--- src/rtl/mbist_pkg.sv ---
`default_nettype none
// +------------------------------------------------------------------+
// | mbist_pkg: FSM states, March element ids and C- descriptor table  |
// | Revision 1.0                                                      |
// +------------------------------------------------------------------+
package mbist_pkg;

  typedef enum logic [1:0] {
    IDLE  = 2'd0,
    RUN   = 2'd1,
    DRAIN = 2'd2
  } state_e;

  localparam logic [2:0] M0 = 3'd0;
  localparam logic [2:0] M1 = 3'd1;
  localparam logic [2:0] M2 = 3'd2;
  localparam logic [2:0] M3 = 3'd3;
  localparam logic [2:0] M4 = 3'd4;
  localparam logic [2:0] M5 = 3'd5;

  typedef struct packed {
    logic dir_down;
    logic rd_en;
    logic rd_val;
    logic wr_en;
    logic wr_val;
  } elem_desc_t;

  // Elements with both ops always read first, then write, at each address.
  function automatic elem_desc_t elem_desc(input logic [2:0] elem);
    elem_desc_t d;
    case (elem)
      M0:      d = '{dir_down: 1'b0, rd_en: 1'b0, rd_val: 1'b0, wr_en: 1'b1, wr_val: 1'b0};
      M1:      d = '{dir_down: 1'b0, rd_en: 1'b1, rd_val: 1'b0, wr_en: 1'b1, wr_val: 1'b1};
      M2:      d = '{dir_down: 1'b0, rd_en: 1'b1, rd_val: 1'b1, wr_en: 1'b1, wr_val: 1'b0};
      M3:      d = '{dir_down: 1'b1, rd_en: 1'b1, rd_val: 1'b0, wr_en: 1'b1, wr_val: 1'b1};
      M4:      d = '{dir_down: 1'b1, rd_en: 1'b1, rd_val: 1'b1, wr_en: 1'b1, wr_val: 1'b0};
      M5:      d = '{dir_down: 1'b0, rd_en: 1'b1, rd_val: 1'b0, wr_en: 1'b0, wr_val: 1'b0};
      default: d = '0;
    endcase
    return d;
  endfunction

endpackage
`default_nettype wire

--- src/rtl/mbist_cmp.sv ---
`default_nettype none
// +------------------------------------------------------------------+
// | mbist_cmp: 2-stage read compare pipeline and first-fail log       |
// | Log registers exist only when MBIST_FAIL_LOG_EN is defined.       |
// | Revision 1.0                                                      |
// +------------------------------------------------------------------+
module mbist_cmp
  import mbist_pkg::*;
#(
  parameter int DATA_WIDTH = 8,
  parameter int ADDR_WIDTH = 4
) (
  input  logic                  clk,
  input  logic                  rst,
  input  logic                  clr,
  input  logic                  issue_vld,
  input  logic [DATA_WIDTH-1:0] issue_exp,
  input  logic [ADDR_WIDTH-1:0] issue_addr,
  input  logic [2:0]            issue_elem,
  input  logic [DATA_WIDTH-1:0] rdata,
  output logic                  fail,
  output logic [ADDR_WIDTH-1:0] fail_addr,
  output logic [2:0]            fail_elem,
  output logic [DATA_WIDTH-1:0] fail_syn
);

  logic                  vld1_q, vld2_q, fail_q, fail_d;
  logic [DATA_WIDTH-1:0] exp1_q, exp2_q, syn;
  logic                  mis;

  always_comb begin
    syn    = rdata ^ exp2_q;
    mis    = vld2_q && (syn != '0);
    fail_d = clr ? 1'b0 : (fail_q | mis);
  end

  always_ff @(posedge clk) begin
    if (rst) begin
      vld1_q <= 1'b0;
      vld2_q <= 1'b0;
      exp1_q <= '0;
      exp2_q <= '0;
      fail_q <= 1'b0;
    end else begin
      vld1_q <= issue_vld;
      vld2_q <= vld1_q;
      exp1_q <= issue_exp;
      exp2_q <= exp1_q;
      fail_q <= fail_d;
    end
  end

  assign fail = fail_q;

`ifdef MBIST_FAIL_LOG_EN
  logic [ADDR_WIDTH-1:0] addr1_q, addr2_q, log_addr_q, log_addr_d;
  logic [2:0]            elem1_q, elem2_q, log_elem_q, log_elem_d;
  logic [DATA_WIDTH-1:0] log_syn_q, log_syn_d;

  // Only the first miscompare since the last start is recorded.
  always_comb begin
    log_addr_d = log_addr_q;
    log_elem_d = log_elem_q;
    log_syn_d  = log_syn_q;
    if (clr) begin
      log_addr_d = '0;
      log_elem_d = '0;
      log_syn_d  = '0;
    end else if (mis && !fail_q) begin
      log_addr_d = addr2_q;
      log_elem_d = elem2_q;
      log_syn_d  = syn;
    end
  end

  always_ff @(posedge clk) begin
    if (rst) begin
      addr1_q    <= '0;
      addr2_q    <= '0;
      elem1_q    <= '0;
      elem2_q    <= '0;
      log_addr_q <= '0;
      log_elem_q <= '0;
      log_syn_q  <= '0;
    end else begin
      addr1_q    <= issue_addr;
      addr2_q    <= addr1_q;
      elem1_q    <= issue_elem;
      elem2_q    <= elem1_q;
      log_addr_q <= log_addr_d;
      log_elem_q <= log_elem_d;
      log_syn_q  <= log_syn_d;
    end
  end

  assign fail_addr = log_addr_q;
  assign fail_elem = log_elem_q;
  assign fail_syn  = log_syn_q;
`else
  logic w_unused_log;
  assign w_unused_log = ^{issue_addr, issue_elem};
  assign fail_addr    = '0;
  assign fail_elem    = '0;
  assign fail_syn     = '0;
`endif

endmodule
`default_nettype wire

--- src/rtl/mbist_march_ctrl.sv ---
`default_nettype none
// +------------------------------------------------------------------+
// | mbist_march_ctrl: March C- MBIST sequencer, one op per cycle      |
// | Optional first-fail log: define MBIST_FAIL_LOG_EN.                |
// | Revision 1.0                                                      |
// +------------------------------------------------------------------+
module mbist_march_ctrl
  import mbist_pkg::*;
#(
  parameter int DATA_WIDTH = 8,
  parameter int ADDR_WIDTH = 4
) (
  input  logic                  clk,
  input  logic                  rst,
  input  logic                  start,
  output logic                  write_read,
  output logic [ADDR_WIDTH-1:0] address,
  output logic [DATA_WIDTH-1:0] wdata,
  input  logic [DATA_WIDTH-1:0] rdata,
  output logic                  busy,
  output logic                  done,
  output logic                  fail,
  output logic [ADDR_WIDTH-1:0] fail_addr,
  output logic [2:0]            fail_elem,
  output logic [DATA_WIDTH-1:0] fail_syn
);

  localparam logic [ADDR_WIDTH-1:0] C_ADDR_LAST = '1;
  localparam logic [ADDR_WIDTH-1:0] C_ADDR_ONE  = {{(ADDR_WIDTH-1){1'b0}}, 1'b1};

  state_e                state_q, state_d;
  logic [2:0]            elem_q, elem_d;
  logic [ADDR_WIDTH-1:0] addr_q, addr_d;
  logic                  phase_q, phase_d;
  logic                  drain_cnt_q, drain_cnt_d;
  logic                  done_q, done_d;
  logic                  write_read_q, write_read_d;
  logic [DATA_WIDTH-1:0] wdata_q, wdata_d;
  elem_desc_t            cur_desc, succ_desc, nxt_desc;
  logic                  addr_last, start_accept, rd_issue;

  always_comb begin
    cur_desc     = elem_desc(elem_q);
    succ_desc    = elem_desc(elem_q + 3'd1);
    state_d      = state_q;
    elem_d       = elem_q;
    addr_d       = addr_q;
    phase_d      = phase_q;
    drain_cnt_d  = drain_cnt_q;
    done_d       = done_q;
    start_accept = 1'b0;
    addr_last    = cur_desc.dir_down ? (addr_q == '0) : (addr_q == C_ADDR_LAST);
    rd_issue     = (state_q == RUN) && cur_desc.rd_en && !phase_q;

    case (state_q)
      IDLE: begin
        if (start) begin
          state_d      = RUN;
          elem_d       = M0;
          addr_d       = '0;
          phase_d      = 1'b0;
          done_d       = 1'b0;
          start_accept = 1'b1;
        end
      end
      RUN: begin
        if (cur_desc.rd_en && cur_desc.wr_en && !phase_q) begin
          phase_d = 1'b1;
        end else begin
          phase_d = 1'b0;
          if (!addr_last) begin
            addr_d = cur_desc.dir_down ? (addr_q - C_ADDR_ONE) : (addr_q + C_ADDR_ONE);
          end else if (elem_q == M5) begin
            state_d     = DRAIN;
            drain_cnt_d = 1'b0;
          end else begin
            elem_d = elem_q + 3'd1;
            addr_d = succ_desc.dir_down ? C_ADDR_LAST : '0;
          end
        end
      end
      DRAIN: begin
        // Two cycles lets the final M5 read reach the compare stage.
        drain_cnt_d = ~drain_cnt_q;
        if (drain_cnt_q) begin
          state_d = IDLE;
          done_d  = 1'b1;
        end
      end
      default: state_d = IDLE;
    endcase

    // Every cycle of an element carries that element's write value, which
    // gives the memory its write data one cycle ahead of each write.
    nxt_desc     = elem_desc(elem_d);
    write_read_d = (state_d == RUN) && nxt_desc.wr_en && (!nxt_desc.rd_en || phase_d);
    wdata_d      = ((state_d == RUN) && nxt_desc.wr_en) ? {DATA_WIDTH{nxt_desc.wr_val}} : '0;
  end

  always_ff @(posedge clk) begin
    if (rst) begin
      state_q      <= IDLE;
      elem_q       <= '0;
      addr_q       <= '0;
      phase_q      <= 1'b0;
      drain_cnt_q  <= 1'b0;
      done_q       <= 1'b0;
      write_read_q <= 1'b0;
      wdata_q      <= '0;
    end else begin
      state_q      <= state_d;
      elem_q       <= elem_d;
      addr_q       <= addr_d;
      phase_q      <= phase_d;
      drain_cnt_q  <= drain_cnt_d;
      done_q       <= done_d;
      write_read_q <= write_read_d;
      wdata_q      <= wdata_d;
    end
  end

  assign write_read = write_read_q;
  assign address    = addr_q;
  assign wdata      = wdata_q;
  assign busy       = (state_q != IDLE);
  assign done       = done_q;

  mbist_cmp #(
    .DATA_WIDTH (DATA_WIDTH),
    .ADDR_WIDTH (ADDR_WIDTH)
  ) u_cmp (
    .clk        (clk),
    .rst        (rst),
    .clr        (start_accept),
    .issue_vld  (rd_issue),
    .issue_exp  ({DATA_WIDTH{cur_desc.rd_val}}),
    .issue_addr (addr_q),
    .issue_elem (elem_q),
    .rdata      (rdata),
    .fail       (fail),
    .fail_addr  (fail_addr),
    .fail_elem  (fail_elem),
    .fail_syn   (fail_syn)
  );

endmodule
`default_nettype wire

--- config.mk ---
export PLATFORM = sky130hd
export DESIGN_NAME = mbist_march_ctrl
export DESIGN_NICKNAME = d
export VERILOG_FILES = /design/src/rtl/mbist_pkg.sv /design/src/rtl/mbist_cmp.sv /design/src/rtl/mbist_march_ctrl.sv
export SDC_FILE = /design/constraint.sdc
export NUM_CORES = 1
export LEC_CHECK = 0
export ABC_AREA = 1
export CORE_ASPECT_RATIO = 0.6
export CORE_UTILIZATION = 32
export DETAILED_ROUTE_END_ITERATION = 10
export SYNTH_ARGS = -nofsm -noshare
export SYNTH_HDL_FRONTEND = slang
export SYNTH_SLANG_ARGS = --single-unit
--- constraint.sdc ---
create_clock -name clk -period 2.4 [get_ports clk]
set_clock_uncertainty 0.15 [all_clocks]
set_input_delay 0.36 -clock clk [delete_from_list [all_inputs] [get_ports clk]]
set_output_delay 0.36 -clock clk [all_outputs]
set_load 0.02 [all_outputs]
==> flow_summary.yaml <==
route:
  routed-via-count: 1219
  viasPerCell: 4.32
  ant_nets: 0
  drt-initial-drc-count: 35
  drt-pass1-iter-count: 4
  post_drt_wl_per_cell_um: 10.7
  drc: 0
  wirelength_um: 3010
finish:
  finalInstanceArea_um2: 1690
  largest_reg_flops: 4
  stdcell_count: 282
  antennaDiodeCount: 0
  postLayoutCoreUtil_pct: 40.6
  fin_nets: 243
  synthToLayoutAreaGrowth_pct: 20.3
  layout-drive-gt1-share_pct: 11.3
die:
  die_w_um: 87.5
  die_area_um2: 4670
  core-area_um2: 4170
  ios: 42
  start_util_pct: 33.7
  rows: 18
  dieHeight_um: 53.3
power_and_ir_drop:
  p_sw_mw: 0.279
  combPwrFrac_pct: 30.7
  p_int_mw: 0.544
  p_leak_nw: 0.800
  p_per_area_nw_per_um2: 487
  pwr-share-clk_pct: 26.4
  total_power_mw: 0.823
  switching_share_pct: 33.9
  seqPwrFrac_pct: 42.9
  irDropWorstVdd_mv: 0.297
worst_setup_path:
  cp_slowest_stage_delay_ns: 0.43
  worstPathMaxFanout: 6
  crit_buf_inv: 1
  rr_startpoint: "elem_q[1]"
  path_delay_family: "compound AO/OA/AOI/OAI gates"
  crit_path_cell_trace: "inv_1 -> ha_1 -> nand2_1 -> nand2_2 -> ha_1 -> a21o_1 -> a21oi_1 -> a21oi_1 -> o21ai_0 -> nand2_1 -> a21oi_1"
  reg2reg_to: "address[3]"
  start_kind: "register"
  crit_end: "address[3]"
  rrSetupSlack_ns: 0.20
  critPathKind: "reg -> reg"
  cp_common_cell: "a21oi_1"
  end_kind: "register"
  r2r_cells: 11
  arrival_ns: 2.25
  critPathRequiredTime_ns: 2.44
  path_depth: 11
  startpoint: "elem_q[1]"
  cp_slowest_cell: "dfxtp_1"
run:
  drv_cap: 0
yosys:
  synth_edf_count: 0
  ys_warn_count: 0
  ys_seq_elements: 19
  synth-main-ff-cell: "dfxtp_1"
  synth_top_area_share_pct: 27.1
  yosysSeqAreaShare_pct: 27.1
  syn_area_per_cell_um2: 7.06
  synthCells: 199
  netlist_area_um2: 1410
  synth.distinct_cells: 32
  synth_area_leaders: "dfxtp_1 (27%), buf_4 (12%), nand2_1 (9.3%)"
  yosys.area.top_type: "dfxtp_1"
  async_flop_share_pct: 0
global_route:
  grt_pass1_vias: 973
  grt_pass1_wl_um: 4750
  antenna_found_initial: 0
  grt_max_degree: 12
  gr-total-overflow: 0
  grt_usage_pct: 13.6
sta:
  timing.fmax_mhz: 454
  min_period_ns: 2.20
  post-route-period-util_pct: 91.8
  slew_viol_final: 0
  setup_ws_ns: 0.197
  tns_ns: 0
  finalSetupViolations: 0
  hold-worst-slack_ns: 0.261
  hold_viol_final: 0
place:
  place_inst: 278
  gp_congestion: 0.999
  hpwl_um: 2520
  dp_slack_ns: 0.206
  place_area_um2: 1640
  port_buffers: 26
worst_hold_path:
  hold_start: "u_cmp.vld1_q"
  hp-class: "reg -> reg"
clocking:
  clk_latency_ns: 0.25
  htree_levels: 1
  root_buffer: "clkbuf_8"
  cts_tree: "built"
  clock_path_buffers: 2
  clk_pin_slew_ns: 0.08
  clkSinkCount: 19
  numCtsBuffers: 3
run_status:
  status: "finished clean"
layer usage:
| layer | GRT usage (%) | wire [µm] | vias to the layer above | part of all wire, % |
|---|---|---|---|---|
| met1 | 22.2 | 1700 | 545 | 57 |
| li1 | - | - | 653 | - |
| met3 | 4.06 | 129 | 2 | 4.3 |
| met4 | 1.64 | 4 | 0 | 0.13 |
| met5 | 0 | 0 | - | 0 |
| met2 | 16.7 | 1170 | 19 | 39 |
power by group through the flow:
stage	logic, mW	clock network, mW	registers (mW)
6_report	0.252	0.218	0.353
2_1_floorplan	0.178	0	0.370
5_1_grt	0.279	0.245	0.357
3_5_place_dp	0.251	0	0.361
4_1_cts	0.252	0.227	0.354
3_3_place_gp	0.248	0	0.361
area by class of cell:
class	instances	area, µm²
sequential	19	382
timing repair buffer	28	275
clock inverter	1	5.00
fill	442	2480
clock buffer	3	41.3
tap	60	75.1
multi-input combinational	147	822
inverter	24	90.1
kinds of logic after synthesis:
kind of cell	synth area share (%)
simple gates	32.9
xor+xnor	1.25
compound gates	11.5
flops	27.1
fa+ha+maj	8.55
other cells	0.267
buf+inv	18.4
layout by cell type, fill, tap and decap left out, drive strengths merged:
cell / instances
conb: 15
nand2: 42
a211oi: 2
o31ai: 1
inv: 24
a21o: 1
nor3b: 1
ha: 8
clkbuf: 3
a22o: 1
dfxtp: 19
clkdlybuf4s50: 26
nand4: 5
nor4: 1
and3: 1
o21a: 1
o21ai: 9
fa: 1
nand3: 15
nor2: 25
a21oi: 12
clkinv: 1
a31oi: 1
nor3: 3
buf: 2
xor2: 2
synth_stat cells (all sizes together) (2+ instances only):
| cell | n |
|---|---|
| nand2 | 42 |
| nor2 | 25 |
| inv | 24 |
| buf | 22 |
| dfxtp | 19 |
| nand3 | 15 |
| a21oi | 12 |
| o21ai | 9 |
| ha | 8 |
| nand4 | 5 |
| nor3 | 3 |
| a211oi | 2 |
| xor2 | 2 |
how the worst min path moves through the flow:
stage	end	depth (start not counted)
after CTS	u_cmp.vld2_q	2
after global placement	u_cmp.vld2_q	2
after global routing	u_cmp.exp2_q[0]	2
after floorplan	u_cmp.exp2_q[0]	2
after detailed placement	u_cmp.vld2_q	2
final	u_cmp.vld2_q	2
worst register-to-register path, stage by stage, from the launching register on:
cell and delay [ns]:
dfxtp_1 0.43, inv_1 0.14, ha_1 0.24, nand2_1 0.11, nand2_2 0.13, ha_1 0.30, a21o_1 0.17, a21oi_1 0.15
a21oi_1 0.08, o21ai_0 0.08, nand2_1 0.07, a21oi_1 0.11
timing repair:
item	in CTS	in global routing
gates resized for setup	0	2
setup buffers	0	0
setup endpoints to repair	0	1
hold buffers	0	0
Note: power is estimated with default switching activity, not from simulation.
